==> src/rtl/mealy_pkg.sv <==
// Shared types for the Mealy stream scheduler: detector core states and controller states.
package mealy_pkg;

    typedef enum logic [1:0] {
        S0 = 2'b00,
        S1 = 2'b01,
        S2 = 2'b10,
        S3 = 2'b11
    } core_state_t;

    typedef enum logic [1:0] {
        IDLE  = 2'b00,
        SHIFT = 2'b01,
        RESP  = 2'b10
    } ctrl_state_t;

endpackage

==> src/rtl/mealy_core.sv <==
// Bit-serial Mealy detector core; y is combinational from the current state and x.
//  state | meaning
//  S0    | cleared / start state
//  S1    | reached from S3 on a 1
//  S2    | after a 1 from S0/S1, or holding on 0s
//  S3    | after 1,1 from S2, holding on 0s
module mealy_core
    import mealy_pkg::*;
(
    input  logic clk,
    input  logic rst_n,
    input  logic clr,
    input  logic en,
    input  logic x,
    output logic y
);

    core_state_t state_q;
    core_state_t state_d;
    core_state_t step;

    always_ff @(posedge clk) begin
        if (!rst_n) begin
            state_q <= S0;
        end else begin
            state_q <= state_d;
        end
    end

    always_comb begin
        step = state_q;
        y    = 1'b0;
        case (state_q)
            S0: begin
                y    = x;
                step = x ? S2 : S0;
            end
            S1: begin
                y    = 1'b0;
                step = x ? S2 : S0;
            end
            S2: begin
                y    = ~x;
                step = x ? S3 : S2;
            end
            S3: begin
                y    = x;
                step = x ? S1 : S3;
            end
            default: begin
                y    = 1'b0;
                step = S0;
            end
        endcase

        // clear wins over enable
        state_d = state_q;
        if (clr) begin
            state_d = S0;
        end else if (en) begin
            state_d = step;
        end
    end

endmodule

==> src/rtl/mealy_stream_scheduler.sv <==
// Round-robin scheduler feeding W-bit words MSB-first through one shared Mealy core.
//  state | meaning
//  IDLE  | arbitrating; grants one requester per cycle when any is valid
//  SHIFT | serialising the latched word through the core, W cycles
//  RESP  | holding the collected result until downstream accepts
module mealy_stream_scheduler
    import mealy_pkg::*;
#(
    parameter  int N_REQ = 4,
    parameter  int W     = 8,
    localparam int ID_W  = $clog2(N_REQ),
    localparam int CNT_W = $clog2(W + 1)
) (
    input  logic                 clk,
    input  logic                 rst_n,
    input  logic [N_REQ-1:0]     req_valid,
    input  logic [N_REQ*W-1:0]   req_data,
    output logic [N_REQ-1:0]     req_ready,
    input  logic                 abort,
    output logic                 rsp_valid,
    input  logic                 rsp_ready,
    output logic [ID_W-1:0]      rsp_id,
    output logic [W-1:0]         rsp_data,
    output logic [CNT_W-1:0]     rsp_ones,
    output logic                 busy
);

    localparam logic [CNT_W-1:0] LAST_BIT = CNT_W'(W - 1);

    ctrl_state_t state_q;
    ctrl_state_t state_d;

    logic [ID_W-1:0]  rr_ptr;
    logic [ID_W-1:0]  id_q;
    logic [W-1:0]     shift_q;
    logic [W-1:0]     result_q;
    logic [CNT_W-1:0] bit_cnt;

    logic [N_REQ-1:0] rotated;
    logic [ID_W-1:0]  pick;
    logic             found;
    logic [ID_W-1:0]  winner;
    logic [ID_W-1:0]  next_ptr;
    logic [W-1:0]     grant_word;
    logic [CNT_W-1:0] ones;

    logic grant;
    logic core_clr;
    logic core_en;
    logic core_y;

    // Arbiter: rotate so rr_ptr sits at bit 0, take the lowest set bit, rotate back.
    always_comb begin
        rotated = '0;
        pick    = '0;
        found   = 1'b0;
        for (int i = 0; i < N_REQ; i++) begin
            logic [ID_W-1:0] src;
            src        = ID_W'((int'(rr_ptr) + i) % N_REQ);
            rotated[i] = req_valid[src];
        end
        for (int i = 0; i < N_REQ; i++) begin
            if (!found && rotated[i]) begin
                pick  = ID_W'(i);
                found = 1'b1;
            end
        end
        winner   = ID_W'((int'(pick) + int'(rr_ptr)) % N_REQ);
        next_ptr = ID_W'((int'(winner) + 1) % N_REQ);
    end

    always_comb begin
        grant_word = '0;
        for (int i = 0; i < N_REQ; i++) begin
            if (winner == ID_W'(i)) begin
                grant_word = req_data[i*W +: W];
            end
        end
    end

    always_ff @(posedge clk) begin
        if (!rst_n) begin
            state_q <= IDLE;
        end else begin
            state_q <= state_d;
        end
    end

    always_comb begin
        state_d   = state_q;
        req_ready = '0;
        grant     = 1'b0;
        core_clr  = 1'b0;
        core_en   = 1'b0;
        case (state_q)
            IDLE: begin
                // abort suppresses the grant; rst_n gating keeps outputs quiet in reset
                if (rst_n && !abort && found) begin
                    grant     = 1'b1;
                    req_ready = N_REQ'(1) << winner;
                    core_clr  = 1'b1;
                    state_d   = SHIFT;
                end
            end
            SHIFT: begin
                if (abort) begin
                    core_clr = 1'b1;
                    state_d  = IDLE;
                end else begin
                    core_en = 1'b1;
                    if (bit_cnt == LAST_BIT) begin
                        state_d = RESP;
                    end
                end
            end
            RESP: begin
                if (abort) begin
                    core_clr = 1'b1;
                    state_d  = IDLE;
                end else if (rsp_ready) begin
                    state_d = IDLE;
                end
            end
            default: begin
                core_clr = 1'b1;
                state_d  = IDLE;
            end
        endcase
    end

    always_ff @(posedge clk) begin
        if (!rst_n) begin
            rr_ptr   <= '0;
            id_q     <= '0;
            shift_q  <= '0;
            result_q <= '0;
            bit_cnt  <= '0;
        end else if (grant) begin
            rr_ptr   <= next_ptr;
            id_q     <= winner;
            shift_q  <= grant_word;
            result_q <= '0;
            bit_cnt  <= '0;
        end else if (core_en) begin
            shift_q  <= {shift_q[W-2:0], 1'b0};
            result_q <= {result_q[W-2:0], core_y};
            bit_cnt  <= bit_cnt + CNT_W'(1);
        end
    end

    mealy_core u_core (
        .clk   (clk),
        .rst_n (rst_n),
        .clr   (core_clr),
        .en    (core_en),
        .x     (shift_q[W-1]),
        .y     (core_y)
    );

    always_comb begin
        ones = '0;
        for (int i = 0; i < W; i++) begin
            ones = ones + CNT_W'(result_q[i]);
        end
    end

    // Response fields read as zero outside RESP so stale results never leak.
    assign rsp_valid = (state_q == RESP);
    assign rsp_id    = rsp_valid ? id_q     : '0;
    assign rsp_data  = rsp_valid ? result_q : '0;
    assign rsp_ones  = rsp_valid ? ones     : '0;
    assign busy      = (state_q != IDLE);

endmodule

==> config.mk <==
export PLATFORM = sky130hd
export DESIGN_NAME = mealy_stream_scheduler
export DESIGN_NICKNAME = d
export VERILOG_FILES = /design/src/rtl/mealy_pkg.sv /design/src/rtl/mealy_core.sv /design/src/rtl/mealy_stream_scheduler.sv
export SDC_FILE = /design/constraint.sdc
export NUM_CORES = 1
export LEC_CHECK = 0
export ABC_AREA = 1
export CORE_UTILIZATION = 30
export CTS_BUF_LIST = sky130_fd_sc_hd__clkbuf_4 sky130_fd_sc_hd__clkbuf_8
export DETAILED_ROUTE_END_ITERATION = 12
export PLACE_DENSITY = 0.65
export SLEW_MARGIN = 20
export SYNTH_ARGS = -nofsm -noshare
export SYNTH_HDL_FRONTEND = slang
export SYNTH_SLANG_ARGS = --single-unit
==> constraint.sdc <==
create_clock -name clk -period 10.4 [get_ports clk]
set_clock_uncertainty 0.2 [all_clocks]
set_input_delay 2.6 -clock clk [delete_from_list [all_inputs] [get_ports clk]]
set_output_delay 2.6 -clock clk [all_outputs]
set_load 0.005 [all_outputs]
==> run summary, run 1 <==
Drt wl/cell: 10.06 microns
Status: finished clean
Post-CTS Setup Repair Bufs: 0
Worst hold path cell count: 2
CP Data Required Time: 7600 ps
Die area: 0.007320 sq mm
Tot GR Track Use: 13.57%
Layout cells sized above 1: 5.222%
# resized after CTS: 0
Min-Delay Path Class: flip-flop to flip-flop
CP Data Arrival Time: 5380 ps
FP Rows: 30
WL final: 4658 microns
Fin crit share: 78.62%
Largest net degree at the start of global routing: 24
Final setup viols: 0
Max-Slew Margin vs Limit: 57.25%
#FFs+latches synth: 28
RSZ-0062 raised after global routing: false
Count of cell types in the netlist: 26
Cts hold-fix bufs: 0
Sequential share of the synthesized area: 26.76%
Synthesized instance count: 332
I/O Buffers: 59
Startpoint types: primary input
DRT antenna net count: 0
# DRC: 0
WS Path Type: primary input to output port
Max-cap violations: 0
Final Max Tran Viols: 0
Fmax: 122.3 MHz
GR Overflow Total: 0
Peak supply drop: 107.0 uV
Clock sinks: 28
CP Capture Type: output port
Yosys warning total: 0
Via density per instance: 4.467
PD cells: 199.8 mW/mm^2
Worst-skew pair later-pin latency: 280 ps
Die H: 85.56 microns
Drt first pass iters: 4
CP max stage delay: 510 ps
DP HPWL: 3565 microns
Vias in the first global route: 1927
Initial core utilization: 31.00%
CTS tree: built
DR iter-0 viols: 97
Final setup TNS: 0 ps
Mapped Avg Cell Area: 6.309 sq um
First-pass GRT wire length: 8190 microns
CP max FO: 10
Vias: 2068
Final count of hold timing violations: 0
Syn Std Cell Area: 0.002095 sq mm
H-tree levels: 1
Clock root buffer: clkbuf_8
# diodes: 0
CTS Buf Count: 3
Slowest cell on crit path: clkdlybuf4s50_1
GPL Wtd Cong: 0.7770
Die Wd: 85.56 microns
LEAKAGE: 1.307 nW
Final Total Pwr: 0.0005597 W
Synth Net Count: 391
Clock Tree Buf Depth: 2
I/O pin cnt: 60
Fin nets: 443
Period minus WS final: 8176 ps
Initial antenna violation count: 0
Area Growth Syn to Fin: 33.75%
Clk slew on worst S/H paths: 90 ps
Slew @ Worst Pin: 639.7 ps
Core area: 0.006756 sq mm
Worst-path cell chain: clkdlybuf4s50_1 > inv_1 > nand2_1 > nand3_1 > a31oi_1 > nor2_1 > ha_1 > xnor2_1 > xor2_1 > ha_1 > inv_1 > nor2_1 > clkdlybuf4s50_1
R2R depth: 21
## critical path: cells and delay by family
family	cells	cell delay [ps]
compound gates	1	180
xor+xnor	2	440
fa+ha+maj	2	550
buf+inv	4	1220
simple gates	4	370
## metal layers
metal	vias up	GRT usage, %	wire length (microns)
met1	870	15.51	2191
met5	-	0	0
met3	7	3.561	329
met4	0	3.636	46
li1	1127	-	-
met2	64	24.95	2090
## cells in the final DEF (no fill, tap or decap), drive strengths merged
master	n
ha	15
nand3b	1
fa	4
clkbuf	3
a21oi	31
xnor2	1
nand2	119
o211ai	1
nor2	19
a31oi	1
clkdlybuf4s50	59
nand3	12
dfxtp	28
inv	54
a22oi	1
a2bb2oi	1
bufinv	1
o21ai	26
xor2	4
nand4	2
## per-stage QoR
| stage | area, sq um | cells | worst slack, ps | util (%) | hold slack [ps] |
|---|---|---|---|---|---|
| floorplan | 2095 | 332 | 3345 | - | 245.5 |
| global placement | 2730 | 459 | 2282 | 40.41 | 256.4 |
| detailed placement | 2730 | 459 | 2279 | 40.41 | 265.5 |
| CTS | 2801 | 463 | 2230 | 41.46 | 279.2 |
| global route | 2801 | 463 | 1946 | 41.46 | 299.8 |
| finish | 2801 | 463 | 2224 | 41.46 | 275.4 |
## report_power, final
group          internal (W)  switching [W]  leakage [nW]
combinational      0.000129       0.000206          1.04
sequential         0.000126      0.0000135         0.228
clock             0.0000516      0.0000339        0.0357
## Yosys cell counts
master | count | share of area (%)
a21oi_1 | 24 | 5.7
inv_1 | 51 | 9.1
nand3b_1 | 1 | 0.36
o211ai_1 | 1 | 0.36
nand2_2 | 3 | 0.90
buf_2 | 2 | 0.48
o21ai_1 | 3 | 0.72
xor2_1 | 4 | 1.7
a2bb2oi_1 | 1 | 0.42
a22oi_1 | 1 | 0.36
nand3_1 | 11 | 2.6
nand4_1 | 2 | 0.60
buf_6 | 1 | 0.54
nand3_4 | 1 | 0.84
a21oi_2 | 7 | 2.9
nor2_2 | 2 | 0.60
nor2_1 | 17 | 3.0
clkbuf_1 | 9 | 1.6
xnor2_1 | 1 | 0.42
dfxtp_1 | 28 | 27
nand2_1 | 116 | 21
inv_2 | 3 | 0.54
fa_1 | 4 | 3.8
o21ai_0 | 23 | 5.5
a31oi_1 | 1 | 0.30
ha_1 | 15 | 9.0
## flip-flops by register name, summed over array words and instances, names as in the netlist
signal / flops
u_core.state_q: 2
rr_ptr: 2
state_q: 2
id_q: 2
bit_cnt: 4
result_q: 8
shift_q: 8
## cell type report
| cell class | count | area, sq um |
|---|---|---|
| multi-input combinational | 238 | 1276 |
| fill | 714 | 3955 |
| sequential | 28 | 560.5 |
| timing repair buffer | 59 | 590.6 |
| clock buffer | 3 | 41.29 |
| clock inverter | 1 | 30.03 |
| inverter | 54 | 202.7 |
| tap | 80 | 100.1 |
## kinds of logic after synthesis
| family | Yosys count | share of synthesized area (%) |
|---|---|---|
| AO/OA/AOI/OAI | 61 | 16.31 |
| buffers and inverters | 66 | 12.31 |
| flip-flops | 28 | 26.76 |
| XOR/XNOR | 5 | 2.091 |
| adder cells (fa/ha/maj) | 19 | 12.78 |
| AND/OR/NAND/NOR | 153 | 29.75 |
## path summary, 6_finish.rpt
check                       to         start  slack [ps]
setup / recovery  req_ready[2]  req_valid[3]        2220
hold / removal         id_q[0]       id_q[0]         280
setup reg to reg    shift_q[1]     rr_ptr[0]        6860
hold reg to reg        id_q[0]       id_q[0]         280
Note: power is estimated with default switching activity, not from simulation.
==> inputs of run 2 (changes only) <==
clock period = 7.8 ns   (was 10.4 ns; I/O delays follow)
==> run 2 against run 1 <==
Count of clock-buffer cells in the layout is the same. Combinational power grew 34%. Worst hold slack gained 9.2 ps. Global-route usage is essentially flat. Critical path depth is the same. Flip-flop and latch count is the same. Register-to-register slack lost 2600 ps. Setup slack lost 1400 ps. Critical endpoint unchanged.
==> run summary, run 2 (synthesis results as in run 1) <==
GPL Wtd Cong: 0.7797 (+0.35%)
CTS tree: built
Fmax: 144.2 MHz
Vias in the first global route: 1966 (+2.0%)
Fin nets: 445 (+0.45%)
Max-Slew Margin vs Limit: 56.61% (-0.64 points)
Area Growth Syn to Fin: 33.03%
CP Capture Type: output port
Post-CTS Setup Repair Bufs: 0 (unchanged)
Clock root buffer: clkbuf_8
DR iter-0 viols: 78 (-20%)
Die area: 0.007320 sq mm (unchanged)
DRT antenna net count: 0 (unchanged)
Core area: 0.006756 sq mm (unchanged)
Layout cells sized above 1: 5.469% (+0.25 points)
Max-cap violations: 0 (unchanged)
Cts hold-fix bufs: 0 (unchanged)
PD cells: 255.6 mW/mm^2 (+28%)
Worst-skew pair later-pin latency: 270 ps (about the same)
DP HPWL: 3571 microns (+0.17%)
# resized after CTS: 0 (unchanged)
LEAKAGE: 1.302 nW (-0.39%)
# DRC: 0 (unchanged)
Drt wl/cell: 10.00 microns (-0.60%)
Worst slack at placement: 935.1 ps (-1344 ps)
Most common cell after layout, fill and taps aside: nand2_1
I/O Buffers: 59 (unchanged)
First-pass GRT wire length: 8224 microns (+0.42%)
Final worst setup slack: 863.6 ps (-1360 ps)
WS Path Type: primary input to output port
Initial antenna violation count: 0 (unchanged)
Startpoint types: primary input
Die H: 85.56 microns (unchanged)
I/O pin cnt: 60 (unchanged)
Final Total Pwr: 0.0007122 W (+27%)
CP max FO: 10 (unchanged)
H-tree levels: 1 (unchanged)
Clock Tree Buf Depth: 2 (unchanged)
Final setup viols: 0 (unchanged)
Tot GR Track Use: 13.55% (-0.020 points)
RSZ-0062 raised after global routing: false
# diodes: 0 (unchanged)
Registers with the most flip-flops: result_q (8), shift_q (8), bit_cnt (4)
CP Data Required Time: 5650 ps (-1950 ps)
GR Overflow Total: 0 (unchanged)
Final setup TNS: 0 ps (unchanged)
Worst-path cell chain: clkdlybuf4s50_1 > inv_1 > nand2_1 > nand3_1 > a31oi_1 > nor2_1 > ha_1 > xnor2_1 > xor2_1 > ha_1 > inv_1 > nor2_1 > clkdlybuf4s50_1
Peak supply drop: 139.8 uV (+31%)
Vias: 2079 (+0.53%)
Via density per instance: 4.481 (+0.32%)
Status: finished clean
Largest net degree at the start of global routing: 24 (unchanged)
Slew @ Worst Pin: 649.3 ps (+9.597 ps)
CTS Buf Count: 3 (unchanged)
Min-Delay Path Class: flip-flop to flip-flop
Commonest non-fill, non-tap cells in the layout: 116 x nand2_1, 59 x clkdlybuf4s50_1, 51 x inv_1, 28 x dfxtp_1, 24 x a21oi_1
Final count of hold timing violations: 0 (unchanged)
Initial core utilization: 31.00% (unchanged)
Slowest cell on crit path: clkdlybuf4s50_1
Clock sinks: 28 (unchanged)
CP max stage delay: 510 ps (about the same)
CP Data Arrival Time: 4790 ps (-590 ps)
Clk slew on worst S/H paths: 90 ps (about the same)
Hold slack final: 284.6 ps (+9.211 ps)
Fin crit share: 88.93%
Final Max Tran Viols: 0 (unchanged)
Die Wd: 85.56 microns (unchanged)
Period minus WS final: 6936 ps
FP Rows: 30 (unchanged)
WL final: 4640 microns (-0.39%)
Drt first pass iters: 4 (unchanged)
## run 2: cell count changes in the layout (fill, tap and decap cells not counted), sizes merged
cell and delta:
buf +2, bufinv -1
## run 2: layout make-up
| type | instances | area (sq um) |
|---|---|---|
| clock buffers | 3 | 41.29 |
| fillers | 730 | 3970 |
| inverters | 54 | 202.7 |
| multi-input cells | 238 | 1276 |
| flip-flops and latches | 28 | 560.5 |
| well taps | 80 | 100.1 |
| repair buffers | 61 | 605.6 |
## run 2: stage by stage
step                utilization (%)  area [sq um]  cells
detailed placement            40.63          2745    461
global route                  41.24          2786    464
floorplan                         -          2095    332
CTS                           41.24          2786    464
global placement              40.63          2745    461
finish                        41.24          2786    464
## run 2: worst paths after layout
| path | to | startpoint | slack [ps] | cells after the start |
|---|---|---|---|---|
| worst min-delay path | id_q[0] | id_q[0] | 280 | 2 |
| worst min register to register | id_q[0] | id_q[0] | 280 | 2 |
| worst max register to register | shift_q[7] | rr_ptr[0] | 4240 | 21 |
| worst max-delay path | req_ready[2] | req_valid[1] | 860 | 13 |
## run 2: report_power, final
part / switching [W] / internal (W)
Sequential: 0.0000185 / 0.000169
Combinational: 0.000274 / 0.000175
Clock: 0.0000417 / 0.0000347
Total: 0.000334 / 0.000378
## run 2: critical path: cells and delay by family
| kind | cells | cell delay [ps] |
|---|---|---|
| buffers and inverters | 4 | 1240 |
| AOI/OAI and AO/OA | 1 | 190 |
| xor gates and xnor gates | 2 | 460 |
| adders and majority gates | 2 | 560 |
| and+or+nand+nor | 4 | 370 |
## run 2: metal layers
metal,GRT usage [%],part of all wire (%)
met1,14.56,47
met2,25.89,46
met3,3.176,6.9
met4,4.545,0.45
met5,0,0
